File: src/rtl/rom_port_arb.sv
// Arbitrates instruction fetch and JTAG debug accesses onto the single program-ROM port.
// Optional macro ROM_ARB_FETCH_BUF_EN adds a one-entry fetch buffer (valid, tag, data).
module rom_port_arb #(
  parameter int DW         = 32,
  parameter int AW         = 32,
  parameter int MEM_NUM    = 4096,
  parameter int STARVE_MAX = 4
) (
  input  logic          clk,
  input  logic          rst,
  input  logic          if_req,
  input  logic [AW-1:0] if_addr,
  output logic          if_ack,
  output logic [DW-1:0] if_data,
  output logic          if_err,
  input  logic          halt,
  input  logic          dbg_req,
  input  logic          dbg_we,
  input  logic [AW-1:0] dbg_addr,
  input  logic [DW-1:0] dbg_wdata,
  output logic          dbg_ack,
  output logic [DW-1:0] dbg_rdata,
  output logic          dbg_err,
  output logic          rom_wen,
  output logic          rom_ren,
  output logic [AW-1:0] rom_addr,
  output logic [DW-1:0] rom_wdata,
  input  logic [DW-1:0] rom_rdata
);

  localparam int RW = $clog2(STARVE_MAX + 1);
  localparam logic [RW-1:0] RUN_MAX  = RW'(STARVE_MAX);
  localparam logic [AW-1:0] WORD_LIM = AW'(MEM_NUM);

  typedef enum logic [1:0] {IDLE, IF_RD, DBG_RD, RESP} state_t;

  state_t        r_state, w_state_nxt;
  logic [RW-1:0] r_run, w_run_nxt;
  logic          r_owner_dbg;
  logic          r_err;
  logic [DW-1:0] r_if_data;
  logic [DW-1:0] r_dbg_rdata;

  logic          w_idle;
  logic          w_if_elig;
  logic          w_if_legal;
  logic          w_dbg_legal;
  logic          w_force_if;
  logic          w_gnt_dbg;
  logic          w_gnt_if;
  logic          w_if_hit;
  logic [DW-1:0] w_buf_data;

  function automatic logic addr_legal(input logic [AW-1:0] a);
    return (a[1:0] == 2'b00) && ({2'b00, a[AW-1:2]} < WORD_LIM);
  endfunction

  // Grants are only made from IDLE and are suppressed while reset is held.
  assign w_idle      = (r_state == IDLE) && !rst;
  assign w_if_elig   = if_req && !halt;
  assign w_if_legal  = addr_legal(if_addr);
  assign w_dbg_legal = addr_legal(dbg_addr);
  assign w_force_if  = w_if_elig && (r_run == RUN_MAX);
  assign w_gnt_dbg   = w_idle && dbg_req && !w_force_if;
  assign w_gnt_if    = w_idle && w_if_elig && !w_gnt_dbg;

`ifdef ROM_ARB_FETCH_BUF_EN
  logic          r_buf_vld;
  logic [AW-1:0] r_buf_tag;
  logic [DW-1:0] r_buf_data;

  assign w_if_hit   = r_buf_vld && (r_buf_tag == if_addr);
  assign w_buf_data = r_buf_data;

  // IF_RD is only reached by a legal fetch; if_addr is still held there.
  always_ff @(posedge clk or posedge rst) begin
    if (rst) begin
      r_buf_vld  <= 1'b0;
      r_buf_tag  <= '0;
      r_buf_data <= '0;
    end else if (w_gnt_dbg && dbg_we && w_dbg_legal) begin
      r_buf_vld <= 1'b0;
    end else if (r_state == IF_RD) begin
      r_buf_vld  <= 1'b1;
      r_buf_tag  <= if_addr;
      r_buf_data <= rom_rdata;
    end
  end
`else
  assign w_if_hit   = 1'b0;
  assign w_buf_data = '0;
`endif

  always_comb begin
    w_state_nxt = r_state;
    rom_wen     = 1'b0;
    rom_ren     = 1'b0;
    rom_addr    = '0;
    rom_wdata   = '0;
    case (r_state)
      IDLE: begin
        if (w_gnt_dbg) begin
          if (!w_dbg_legal) begin
            w_state_nxt = RESP;
          end else if (dbg_we) begin
            rom_wen     = 1'b1;
            rom_addr    = dbg_addr;
            rom_wdata   = dbg_wdata;
            w_state_nxt = RESP;
          end else begin
            rom_ren     = 1'b1;
            rom_addr    = dbg_addr;
            w_state_nxt = DBG_RD;
          end
        end else if (w_gnt_if) begin
          if (!w_if_legal || w_if_hit) begin
            w_state_nxt = RESP;
          end else begin
            rom_ren     = 1'b1;
            rom_addr    = if_addr;
            w_state_nxt = IF_RD;
          end
        end
      end
      IF_RD:   w_state_nxt = RESP;
      DBG_RD:  w_state_nxt = RESP;
      RESP:    w_state_nxt = IDLE;
      default: w_state_nxt = IDLE;
    endcase
  end

  // Consecutive debug grants made while a fetch was waiting.
  always_comb begin
    w_run_nxt = r_run;
    if (r_state == IDLE) begin
      if (!w_if_elig || w_gnt_if) begin
        w_run_nxt = '0;
      end else if (w_gnt_dbg) begin
        w_run_nxt = r_run + 1'b1;
      end
    end
  end

  always_ff @(posedge clk or posedge rst) begin
    if (rst) begin
      r_state     <= IDLE;
      r_run       <= '0;
      r_owner_dbg <= 1'b0;
      r_err       <= 1'b0;
      r_if_data   <= '0;
      r_dbg_rdata <= '0;
    end else begin
      r_state <= w_state_nxt;
      r_run   <= w_run_nxt;
      if (w_gnt_dbg) begin
        r_owner_dbg <= 1'b1;
        r_err       <= !w_dbg_legal;
        if (!w_dbg_legal) r_dbg_rdata <= '0;
      end else if (w_gnt_if) begin
        r_owner_dbg <= 1'b0;
        r_err       <= !w_if_legal;
        if (!w_if_legal) r_if_data <= '0;
        else if (w_if_hit) r_if_data <= w_buf_data;
      end
      if (r_state == IF_RD)  r_if_data   <= rom_rdata;
      if (r_state == DBG_RD) r_dbg_rdata <= rom_rdata;
    end
  end

  assign if_ack    = (r_state == RESP) && !r_owner_dbg;
  assign dbg_ack   = (r_state == RESP) && r_owner_dbg;
  assign if_err    = if_ack && r_err;
  assign dbg_err   = dbg_ack && r_err;
  assign if_data   = r_if_data;
  assign dbg_rdata = r_dbg_rdata;

endmodule

File: config.mk
export PLATFORM = sky130hd
export DESIGN_NAME = rom_port_arb
export DESIGN_NICKNAME = d
export VERILOG_FILES = /design/src/rtl/rom_port_arb.sv
export SDC_FILE = /design/constraint.sdc
export NUM_CORES = 1
export LEC_CHECK = 0
export BUFFER_PORTS_ARGS = -buffer_cell sky130_fd_sc_hd__buf_2
export CORE_AREA = 2 2 105 107
export CTS_BUF_LIST = sky130_fd_sc_hd__clkbuf_4
export CTS_CLUSTER_SIZE = 10
export DETAILED_ROUTE_END_ITERATION = 8
export DIE_AREA = 0 0 107 109
export GPL_TIMING_DRIVEN = 0
export PLACE_DENSITY = 0.77
export SLEW_MARGIN = 20
export SYNTH_ARGS = -nofsm -noshare
export SYNTH_HDL_FRONTEND = slang
export SYNTH_SLANG_ARGS = --single-unit
File: constraint.sdc
create_clock -name clk -period 3.94 [get_ports clk]
set_input_delay 0.394 -clock clk [delete_from_list [all_inputs] [get_ports clk]]
set_output_delay 0.394 -clock clk [all_outputs]
set_load 0.1 [all_outputs]
=== Word-level counts from Yosys, hierarchy flattened ===
Index checks and enable logic that the tools add are counted.

* Bits of input ports: 134
* Output and inout bits: 134
* Word-level logic and storage cells: 88
* Flip-flop bits (word level): 71

* Eq/ne operators: 8
* Add/sub/neg operators: 1
* Mux-type cells: 38
* $lt $le $gt $ge: 2
* Reduce and logical (&&, ||, !) cells: 33

{| class="wikitable"
|+ Operators by type and width
! cell !! count
|-
| $mux W32 || 16
|-
| $lt A30 B13 Y1 const B || 2
|-
| $mux W1 || 16
|-
| $logic_and A1 B1 Y1 || 13
|-
| $logic_not A1 Y1 || 8
|-
| $reduce_bool A2 Y1 || 4
|-
| $logic_not A2 Y1 || 3
|-
| $mux W2 || 3
|-
| $mux W3 || 2
|-
| $ne A2 B1 Y1 const B || 3
|-
| $pmux W2 S3 || 1
|-
| $eq A2 B2 Y1 const B || 2
|-
| $reduce_and A2 Y1 || 2
|-
| $add A3 B1 Y3 const B || 1
|-
| $eq A3 B3 Y1 const B || 1
|-
| $ne A3 B3 Y1 const B || 1
|-
| $reduce_and A3 Y1 || 1
|-
| $eq A2 B1 Y1 const B || 1
|-
| $reduce_or A2 Y1 || 1
|-
| $logic_or A1 B1 Y1 || 1
|}

=== Logic depth before layout (Yosys ltp) ===
Gate-level depths: netlist of run 1.

* Depth in word-level cells: 10
* Mapped depth: 8
* Mapped depth without buffers: 6

=== Worst setup path after synthesis of run 1 ===
Ideal clock, no wire load.

* Path type: register to output
* Start point: reg r_state[0]
* End point: out if_err
* Arrival time: 2.831 ns
* Data required time: 3.546 ns
* Buffers on the path: 0
* Path slack: 0.715 ns
* Cell stages (with the launch flop): 4
* Path through: dfrtp_1 > ha_1 > nor2b_1 > and2_1

* Cells in the longest elaborated chain, start to end: 3

{| class="wikitable"
|+ RTL lines
! what !! RTL line !! RTL
|-
| start, declared || 37 || <nowiki>state_t r_state, w_state_nxt;</nowiki>
|-
| start signal, assigned || 153 || <nowiki>r_state <= w_state_nxt;</nowiki>
|-
| $eq A2 B2 Y1 || 170 || <nowiki>assign if_ack = (r_state == RESP) && !r_owner_dbg;</nowiki>
|-
| $logic_and A1 B1 Y1 || 170 ||
|-
| via if_ack || 13 || <nowiki>output logic if_ack,</nowiki>
|-
| $logic_and A1 B1 Y1 || 172 || <nowiki>assign if_err = if_ack && r_err;</nowiki>
|-
| end, declared || 15 || <nowiki>output logic if_err,</nowiki>
|}

The timed path passes the listed nets, and every way through them passes these cells.

=== Final worst setup path of run 1 ===
* Start point: reg r_state[1]
* End point: out rom_addr[6]

* Cells in the longest elaborated chain, start to end: 9
* Elaborated cells between the ends (all ways): 10
* Classes of those cells: mux (3); reduce/logical (7)

{| class="wikitable"
|+ RTL lines
! what !! RTL line !! RTL
|-
| $logic_not A2 Y1 (*) || 59, 100 ||
|-
| $logic_and A1 B1 Y1 || 59 || <nowiki>assign w_idle = (r_state == IDLE) && !rst;</nowiki>
|-
| $logic_and A1 B1 Y1 (2 in a row) || 64 || <nowiki>assign w_gnt_dbg = w_idle && dbg_req && !w_force_if;</nowiki>
|-
| $logic_not A1 Y1 || 65 || <nowiki>assign w_gnt_if = w_idle && w_if_elig && !w_gnt_dbg;</nowiki>
|-
| $logic_and A1 B1 Y1 || 65 ||
|-
| $mux W32 || 115 || <nowiki>end else if (w_gnt_if) begin</nowiki>
|-
| $mux W32 || 102 || <nowiki>if (w_gnt_dbg) begin</nowiki>
|-
| $mux W32 (*) || 100 || <nowiki>case (r_state)</nowiki>
|-
| end, declared || 26 || <nowiki>output logic [AW-1:0] rom_addr,</nowiki>
|}

Mark *: on every way between the ends. The rest lies on a longest branch, timed or not.

==> flow_summary.yaml, run 1 <==
outcome:
  outcome: "completed"
synth:
  synthTopCellsByArea: "dfrtp_1 (48%), mux2i_1 (17%), nor2_1 (6.6%), and2_1 (5.7%), buf_4 (4.6%)"
  ys_seq_area_share_pct: 47.7
  synth_top_cell_area_share_pct: 47.7
  synth_top_area_cell: "dfrtp_1"
  yosysWarnings: 0
  avgSynthCellArea_um2: 10.4
  async_flop_share_pct: 100
  synth-seq-cells: 71
  ys.flop_type: "dfrtp_1"
  synthCells: 358
  syn_area_um2: 3720
  synth_edf_count: 0
  synth_cell_type_count: 37
critical_path:
  cp_max_fo: 10
  endpoint_kind: "output pin"
  start_kind: "flip-flop"
  cp_common_cell: "buf_2"
  cp_cell_sequence: "inv_1 > ha_1 > buf_2 > nand3b_1 > o21bai_2 > nor3_2 > buf_2 > a22o_1 > buf_2"
  worst_ep_arrival_time_ns: 2.92
  cpMaxStageDelayCell: "dfrtp_1"
  worst-setup-path-type: "reg2out"
  crit_required_ns: 3.55
  max_stage_delay_ns: 0.43
floorplan:
  core-area_um2: 10600
  num_io_pins: 268
  dieHeight_um: 109
  dieWidth_um: 107
  rows: 38
  initial_core_util_pct: 35.1
  die_area_um2: 11700
clock_tree:
  htreeDepth: 3
  clock_path_buffers: 2
  cts_sinks: 71
  cts_root_buf: "clkbuf_4"
  cts.reportedPaths.clkPinSlew_ns: 0.14
  cts_tree: "done"
  cts-resized-gates: 0
  clock_latency_ns: 0.41
  numCtsBuffers: 9
timing:
  relSlewSlack_pct: 48.2
  fmax_ghz: 0.302
  final_hold_viol_count: 0
  tns_ns: 0
  rsz0062_at_grt: "false"
  report.final.slew_viol_count: 0
  finalClockSkew_ns: 0.0217
  period_share_pct: 84.0
  setup-violations-final: 0
  tightestPinTransition_ns: 0.777
  whs_ns: 0.235
  post-route-min-period_ns: 3.31
worst_hold_path:
  hp-class: "in2reg"
route:
  drt_wl_total_mm: 12.9
  num_vias: 3656
  routed_via_density: 4.68
  wl_per_cell_um: 16.5
  drc: 0
  final_antenna_net_count: 0
  drtPass1Iterations: 4
  drt_iter0_markers: 113
global_route:
  gr-total-overflow: 0
  antenna_found_initial: 0
  grt_pass1_wl_mm: 18.8
  grt_pass1_vias: 3548
  grt.total_usage_pct: 21.1
  grt_max_degree: 44
cells_and_area:
  num_antenna_cells: 0
  drive_gt1_share_pct: 47.0
  layout.nets: 777
  fillers: 1010
  finalNonFillerCells: 781
  layout_commonest_cell: "buf_2"
  syn_to_final_growth_pct: 43.5
  final_cell_mix: "buf_2 (256), dfrtp_1 (71), nor2_1 (65)"
  design_area_um2: 5350
placement:
  dpl.cell_count: 765
  placed_cell_area_um2: 5230
  portBuffers: 247
  place_hpwl_mm: 10.3
  place_congestion: 0.849
job:
  max-cap-violations: 0
registers in the layout, indices dropped and copies added (netlist names):
register and flops:
r_state 2, if_data 32, r_owner_dbg 1, dbg_rdata 32, r_run 3, r_err 1
logic make-up (layout without fill, tap and decap cells):
logic type	count (synthesis)	after routing	share of synthesized area, %
AND/OR/NAND/NOR	133	133	18.0
flip-flops	71	71	47.7
adder cells (fa/ha/maj)	6	6	2.02
other	1	20	0.101
AO/OA/AOI/OAI	33	33	7.26
buffers and inverters	50	314	7.66
multiplexers	64	64	17.2
metrics by stage:
step                      setup slack (ns)  util [%]
final                                0.630      50.4
after CTS                            0.609      50.4
after floorplan                      0.715         -
after detailed placement              1.05      49.3
after global routing                 0.414      50.4
after global placement               0.461      49.1
cells in the mapped netlist (2+ instances only):
cell,instances
buf_2,9
o21ai_0,3
nor2b_1,2
o21a_1,2
mux2i_1,64
ha_1,6
nand2_1,7
and3_1,6
and2_1,34
a21oi_1,2
a22o_1,12
clkbuf_1,7
a21o_1,3
nor2_1,65
buf_4,23
inv_1,10
nor3_2,2
nand2b_1,2
nand3_1,2
dfrtp_1,71
nor4_1,10
path summary, 6_finish.rpt:
check,start,endpoint,slack [ns],cells past startpoint
max in group asynchronous,rst,if_data[27],2.79,4
min in group asynchronous,rst,if_data[1],0.59,3
max reg2reg,r_state[1],dbg_rdata[0],1.70,8
min,rom_rdata[12],if_data[12],0.24,3
max,r_state[1],rom_addr[6],0.63,9
min reg2reg,r_run[0],r_run[0],0.53,1
layer usage:
| layer | wire length (um) | share of wire [%] | track usage (%) | vias to the layer above |
|---|---|---|---|---|
| li1 | - | - | - | 1731 |
| met1 | 5260 | 41 | 25.8 | 1750 |
| met2 | 6490 | 50 | 36.7 | 160 |
| met3 | 1010 | 7.8 | 6.34 | 15 |
| met4 | 144 | 1.1 | 5.01 | 0 |
| met5 | 0 | 0 | 0 | - |
critical path, delay by kind of cell, from the launching register on:
kind,cells,cell delay (ns)
fa+ha+maj,1,0.18
flops,1,0.43
compound gates,2,0.47
simple gates,2,0.39
buf+inv,4,1.03
final cells by class:
| cell class | instances | area [um^2] | share of cell area (%) |
|---|---|---|---|
| sequential | 71 | 1780 | 33.2 |
| buffer | 40 | 248 | 4.63 |
| timing repair buffer | 249 | 1270 | 23.7 |
| clock buffer | 9 | 67.6 | 1.26 |
| tap | 140 | 175 | 3.28 |
| multi-input combinational | 256 | 1730 | 32.4 |
| clock inverter | 6 | 38.8 | 0.726 |
| inverter | 10 | 40.0 | 0.749 |
repair_timing:
| item | 4_1_cts | 5_1_grt |
|---|---|---|
| setup buffers | 0 | 0 |
| hold endpoints to repair | 20 | 0 |
| hold buffers | 1 | 0 |
Power of run 1 is not shown: default switching activity piles up to over one toggle a cycle in this logic, so the estimate is an artifact.
==> run 2: changes to the inputs <==
--- a/config.mk
+++ b/config.mk
@@ -6,13 +6,13 @@
 export NUM_CORES = 1
 export LEC_CHECK = 0
 export BUFFER_PORTS_ARGS = -buffer_cell sky130_fd_sc_hd__buf_2
-export CORE_AREA = 2 2 105 107
+export CORE_AREA = 2 2 103 105
 export CTS_BUF_LIST = sky130_fd_sc_hd__clkbuf_4
 export CTS_CLUSTER_SIZE = 10
 export DETAILED_ROUTE_END_ITERATION = 8
-export DIE_AREA = 0 0 107 109
+export DIE_AREA = 0 0 105 107
 export GPL_TIMING_DRIVEN = 0
-export PLACE_DENSITY = 0.77
+export PLACE_DENSITY = 0.8
 export SLEW_MARGIN = 20
 export SYNTH_ARGS = -nofsm -noshare
 export SYNTH_HDL_FRONTEND = slang
==> constraint.sdc (replaced) <==
create_clock -name clk -period 3.2 [get_ports clk]
set_input_delay 0.32 -clock clk [delete_from_list [all_inputs] [get_ports clk]]
set_output_delay 0.32 -clock clk [all_outputs]
set_load 0.1 [all_outputs]
==> run 2 against run 1 <==
  * Design area increased by 5.2%
  * Via count increased by 2.5%
  * Register-to-register slack got worse by 0.77 ns
  * Final cell count decreased by 0.26%
  * Global-route usage grew 0.82 points
  * Sequential cell count is the same
  * Utilization grew 5.3 points
  * Non-clock buffer count stayed put
  * Critical endpoint is now rom_addr[8]
  * Highest routed layer unchanged
==> flow_summary.yaml, run 2 (same netlist as run 1, synthesis figures left out) <==
worst_hold_path:
  holdCritStartpoint: "rom_rdata[30]"
  holdPathEnd: "if_data[30]"
  hp-class: "in2reg"
  whs_path_depth: 3
route:
  final_antenna_net_count: 0
  drt_wl_total_mm: 12.9
  drc: 0
  routed_via_density: 4.81
  drt_iter0_markers: 138
  wl_per_cell_um: 16.5
  num_vias: 3746
  drtPass1Iterations: 4
floorplan:
  num_io_pins: 268
  core-area_um2: 10100
  rows: 37
  dieWidth_um: 105
  initial_core_util_pct: 36.9
  die_area_um2: 11200
  dieHeight_um: 107
timing:
  relSlewSlack_pct: 46.1
  period_share_pct: 93.3
  tns_ns: 0
  tightestPinTransition_ns: 0.808
  report.final.slew_viol_count: 0
  post-route-min-period_ns: 2.99
  fmax_ghz: 0.335
  finalClockSkew_ns: 0.0154
  setup-violations-final: 0
  final_hold_viol_count: 0
cells_and_area:
  regArea_um2: 1780
  layout_commonest_cell: "buf_2"
  fillers: 906
  finalNonFillerCells: 779
  fin_util_pct: 55.7
  drive_gt1_share_pct: 47.0
  multiInputGateArea_um2: 1750
  syn_to_final_growth_pct: 51.0
  final_cell_mix: "buf_2 (212), dfrtp_1 (71), nor2_1 (65)"
  layout.nets: 777
  design_area_um2: 5620
critical_path:
  worst_ep_arrival_time_ns: 2.67
  crit_required_ns: 2.88
  max_stage_delay_ns: 0.43
  worst-setup-path-type: "reg2out"
  r2r-end: "dbg_rdata[25]"
  cp_max_fo: 10
  endpoint_kind: "output pin"
  cpMaxStageDelayCell: "dfrtp_1"
  ff2ff_path_depth: 8
  rr_startpoint: "r_state[0]"
  cp_cell_sequence: "inv_1 > ha_1 > nand2_1 > a211o_1 > nor3_2 > buf_2 > a22o_1 > clkbuf_4"
  r2r_slack_ns: 0.93
  start_kind: "flip-flop"
  crit_start: "r_run[0]"
clock_tree:
  cts_root_buf: "clkbuf_4"
  cts_setup_buffers: 0
  htreeDepth: 3
  numCtsBuffers: 9
  cts_sinks: 71
  cts.reportedPaths.clkPinSlew_ns: 0.13
  cts_tree: "done"
  clock_path_buffers: 2
  clock_latency_ns: 0.43
placement:
  portBuffers: 247
  dpl.cell_count: 761
  place_congestion: 0.956
  placed_cell_area_um2: 5230
  place_hpwl_mm: 9.91
job:
  max-cap-violations: 0
global_route:
  gr-total-overflow: 0
  grt.total_usage_pct: 21.9
  grt_max_degree: 51
  grt_pass1_wl_mm: 19.3
  grt_pass1_vias: 3840
  antenna_found_initial: 1
outcome:
  outcome: "completed"
## run 2: cell count changes in the layout (fill, tap and decap cells not counted), sizes merged
| cell | delta |
|---|---|
| clkbuf | +6 |
| clkinv | -2 |
| buf | -5 |
| bufinv | +2 |
| diode | +1 |
## run 2: final cells by class
type | count | share of cell area (%)
Inverter | 10 | 0.712
Antenna cell | 1 | 0.0445
Buffer | 40 | 4.50
Tap cell | 136 | 3.03
Timing Repair Buffer | 249 | 26.2
Clock buffer | 10 | 1.34
Multi-Input combinational cell | 256 | 31.1
Sequential cell | 71 | 31.6
Clock inverter | 6 | 1.51
## run 2: worst max-delay path by stage
stage / slack, ns / depth (start not counted) / endpoint
floorplan: 0.05 / 3 / if_err
global placement: -0.11 / 4 / r_run[1]
detailed placement: 0.46 / 9 / rom_addr[7]
CTS: 0.004 / 9 / rom_wdata[22]
global route: -0.005 / 9 / rom_wdata[25]
finish: 0.21 / 8 / rom_addr[8]
## run 2: what timing repair did
action	4_1_cts	5_1_grt
resized for setup	16	78
hold endpoints to repair	21	0
hold buffers	1	0
endpoints found under the setup margin	16	43
## run 2: metrics by stage
| step | setup slack [ns] | hold slack (ns) |
|---|---|---|
| 2_1_floorplan | 0.0491 | 0.476 |
| 3_3_place_gp | -0.110 | 0.497 |
| 3_5_place_dp | 0.465 | 0.331 |
| 4_1_cts | 0.00442 | 0.115 |
| 5_1_grt | -0.00521 | 0.106 |
| 6_report | 0.215 | 0.139 |
## run 2: layer usage
layer	up-vias	GRT usage (%)	wire, um
li1	1738	-	-
met1	1784	24.5	4800
met2	199	38.9	6590
met3	25	7.78	1140
met4	0	7.24	351
met5	-	0	0
## run 2: worst max-delay path, delay by kind of cell, from the launching register on
kind	cells	cell delay, ns
buffers and inverters	3	0.68
and+or+nand+nor	2	0.39
adders and majority gates	1	0.16
AOI/OAI and AO/OA	2	0.57
DFF	1	0.43
Power of run 2 is left out for the same reason.
==> run 3: changes to the inputs <==
--- a/config.mk
+++ b/config.mk
@@ -6,13 +6,15 @@
 export NUM_CORES = 1
 export LEC_CHECK = 0
 export BUFFER_PORTS_ARGS = -buffer_cell sky130_fd_sc_hd__buf_2
-export CORE_AREA = 2 2 103 105
+export CELL_PAD_IN_SITES_DETAIL_PLACEMENT = 1
+export CELL_PAD_IN_SITES_GLOBAL_PLACEMENT = 1
+export CORE_MARGIN = 2
+export CORE_UTILIZATION = 30
 export CTS_BUF_LIST = sky130_fd_sc_hd__clkbuf_4
 export CTS_CLUSTER_SIZE = 10
 export DETAILED_ROUTE_END_ITERATION = 8
-export DIE_AREA = 0 0 105 107
 export GPL_TIMING_DRIVEN = 0
-export PLACE_DENSITY = 0.8
+export PLACE_DENSITY = 0.89
 export SLEW_MARGIN = 20
 export SYNTH_ARGS = -nofsm -noshare
 export SYNTH_HDL_FRONTEND = slang
==> run 3 against run 2 <==
  * Sequential cell count unchanged
  * Fmax down 3.9%
  * Via count up 2.4%
  * Worst hold slack better by 0.032 ns
  * Critical endpoint is now rom_addr[7]
  * Largest cell class unchanged
==> flow_summary.yaml, run 3 (same netlist as run 1, synthesis figures left out) <==
worst_hold_path:
  whs_path_depth: 3
  hp-class: "in2reg"
  holdCritStartpoint: "rom_rdata[10]"
  holdPathEnd: "if_data[10]"
route:
  drt_wl_total_mm: 15.6
  drc: 0
  routed_via_density: 4.73
  drtPass1Iterations: 4
  num_vias: 3837
  wl_per_cell_um: 19.2
  drt_iter0_markers: 93
  final_antenna_net_count: 0
clock_tree:
  clock_latency_ns: 0.40
  clock_path_buffers: 2
  cts_sinks: 71
  cts_tree: "done"
  numCtsBuffers: 9
  htreeDepth: 3
  cts.reportedPaths.clkPinSlew_ns: 0.13
  cts_setup_buffers: 0
  cts_root_buf: "clkbuf_4"
critical_path:
  endpoint_kind: "output pin"
  cpMaxStageDelayCell: "dfrtp_1"
  cp_cell_sequence: "inv_1 > ha_1 > buf_2 > nand3b_1 > o21bai_2 > nor3_2 > clkbuf_4 > a22o_1 > buf_4"
  r2r-end: "dbg_rdata[26]"
  rr_startpoint: "r_state[0]"
  worst-setup-path-type: "reg2out"
  max_stage_delay_ns: 0.45
  crit_required_ns: 2.88
  r2r_slack_ns: 0.90
  start_kind: "flip-flop"
  worst_ep_arrival_time_ns: 2.79
  ff2ff_path_depth: 8
  crit_start: "r_state[0]"
  cp_max_fo: 10
cells_and_area:
  finalNonFillerCells: 812
  final_cell_mix: "buf_2 (210), dfrtp_1 (71), nor2_1 (65)"
  syn_to_final_growth_pct: 52.0
  layout_commonest_cell: "buf_2"
  regArea_um2: 1780
  multiInputGateArea_um2: 1730
  drive_gt1_share_pct: 46.9
  layout.nets: 777
  fillers: 1457
floorplan:
  core-area_um2: 12100
  die_area_um2: 13300
  initial_core_util_pct: 30.9
  dieHeight_um: 115
  dieWidth_um: 115
  num_io_pins: 268
  rows: 40
timing:
  fin_ws_ns: 0.0938
  setup-violations-final: 0
  tns_ns: 0
  relSlewSlack_pct: 47.1
  tightestPinTransition_ns: 0.793
  period_share_pct: 97.1
  finalClockSkew_ns: 0.0156
  final_hold_viol_count: 0
  fmax_ghz: 0.322
  rsz0062_at_grt: "true"
  report.final.slew_viol_count: 0
  post-route-min-period_ns: 3.11
  whs_ns: 0.171
global_route:
  grt_pass1_vias: 3968
  gr-total-overflow: 0
  grt_max_degree: 39
  grt_pass1_wl_mm: 21.3
  antenna_found_initial: 2
  grt.total_usage_pct: 21.1
placement:
  dpl_worst_slack_ns: 0.290
  portBuffers: 247
  place_hpwl_mm: 12.0
  dpl.cell_count: 793
  place_congestion: 0.785
outcome:
  outcome: "completed"
job:
  max-cap-violations: 0
run 3: stage by stage:
step                      instance area (um^2)  util, %
after floorplan                           3790        -
after global placement                    5240     43.5
after detailed placement                  5260     43.6
after CTS                                 5490     45.5
after global routing                      5660     46.9
final                                     5660     46.9
run 3: worst max-delay path: cells and delay by family (launching register included):
kind                       cells  cell delay (ns)
AOI/OAI and AO/OA              2             0.44
buffers and inverters          4             0.87
and+or+nand+nor                2             0.43
DFF                            1             0.45
adders and majority gates      1             0.18
run 3: what timing repair did:
item / in CTS / in global routing
hold buffers: 1 / 0
setup endpoints to repair: 23 / 43
resized for setup: 23 / 69
endpoints found under the hold margin: 35 / 0
run 3: cell type report:
type	count	area share, %
inverters	10	0.707
well taps	168	3.71
clock inverters	6	1.48
plain buffers	40	4.51
flip-flops and latches	71	31.4
repair buffers	249	26.2
multi-input cells	256	30.6
clock buffers	10	1.33
diodes	2	0.0884
run 3: worst max-delay path by stage:
stage / end / slack (ns)
floorplan: if_err / 0.05
detailed placement: rom_wdata[23] / 0.29
finish: rom_addr[7] / 0.09
CTS: rom_wdata[16] / 0.0007
global route: rom_wdata[17] / -0.1
global placement: r_run[1] / -0.20
run 3: per-layer routing:
| layer | up-vias | global-route usage (%) | routed length, um |
|---|---|---|---|
| li1 | 1737 | - | - |
| met1 | 1858 | 21.6 | 5120 |
| met2 | 192 | 38.5 | 8200 |
| met3 | 50 | 6.12 | 1250 |
| met4 | 0 | 11.5 | 1000 |
| met5 | - | 0 | 0 |
Power of run 3 is left out for the same reason.
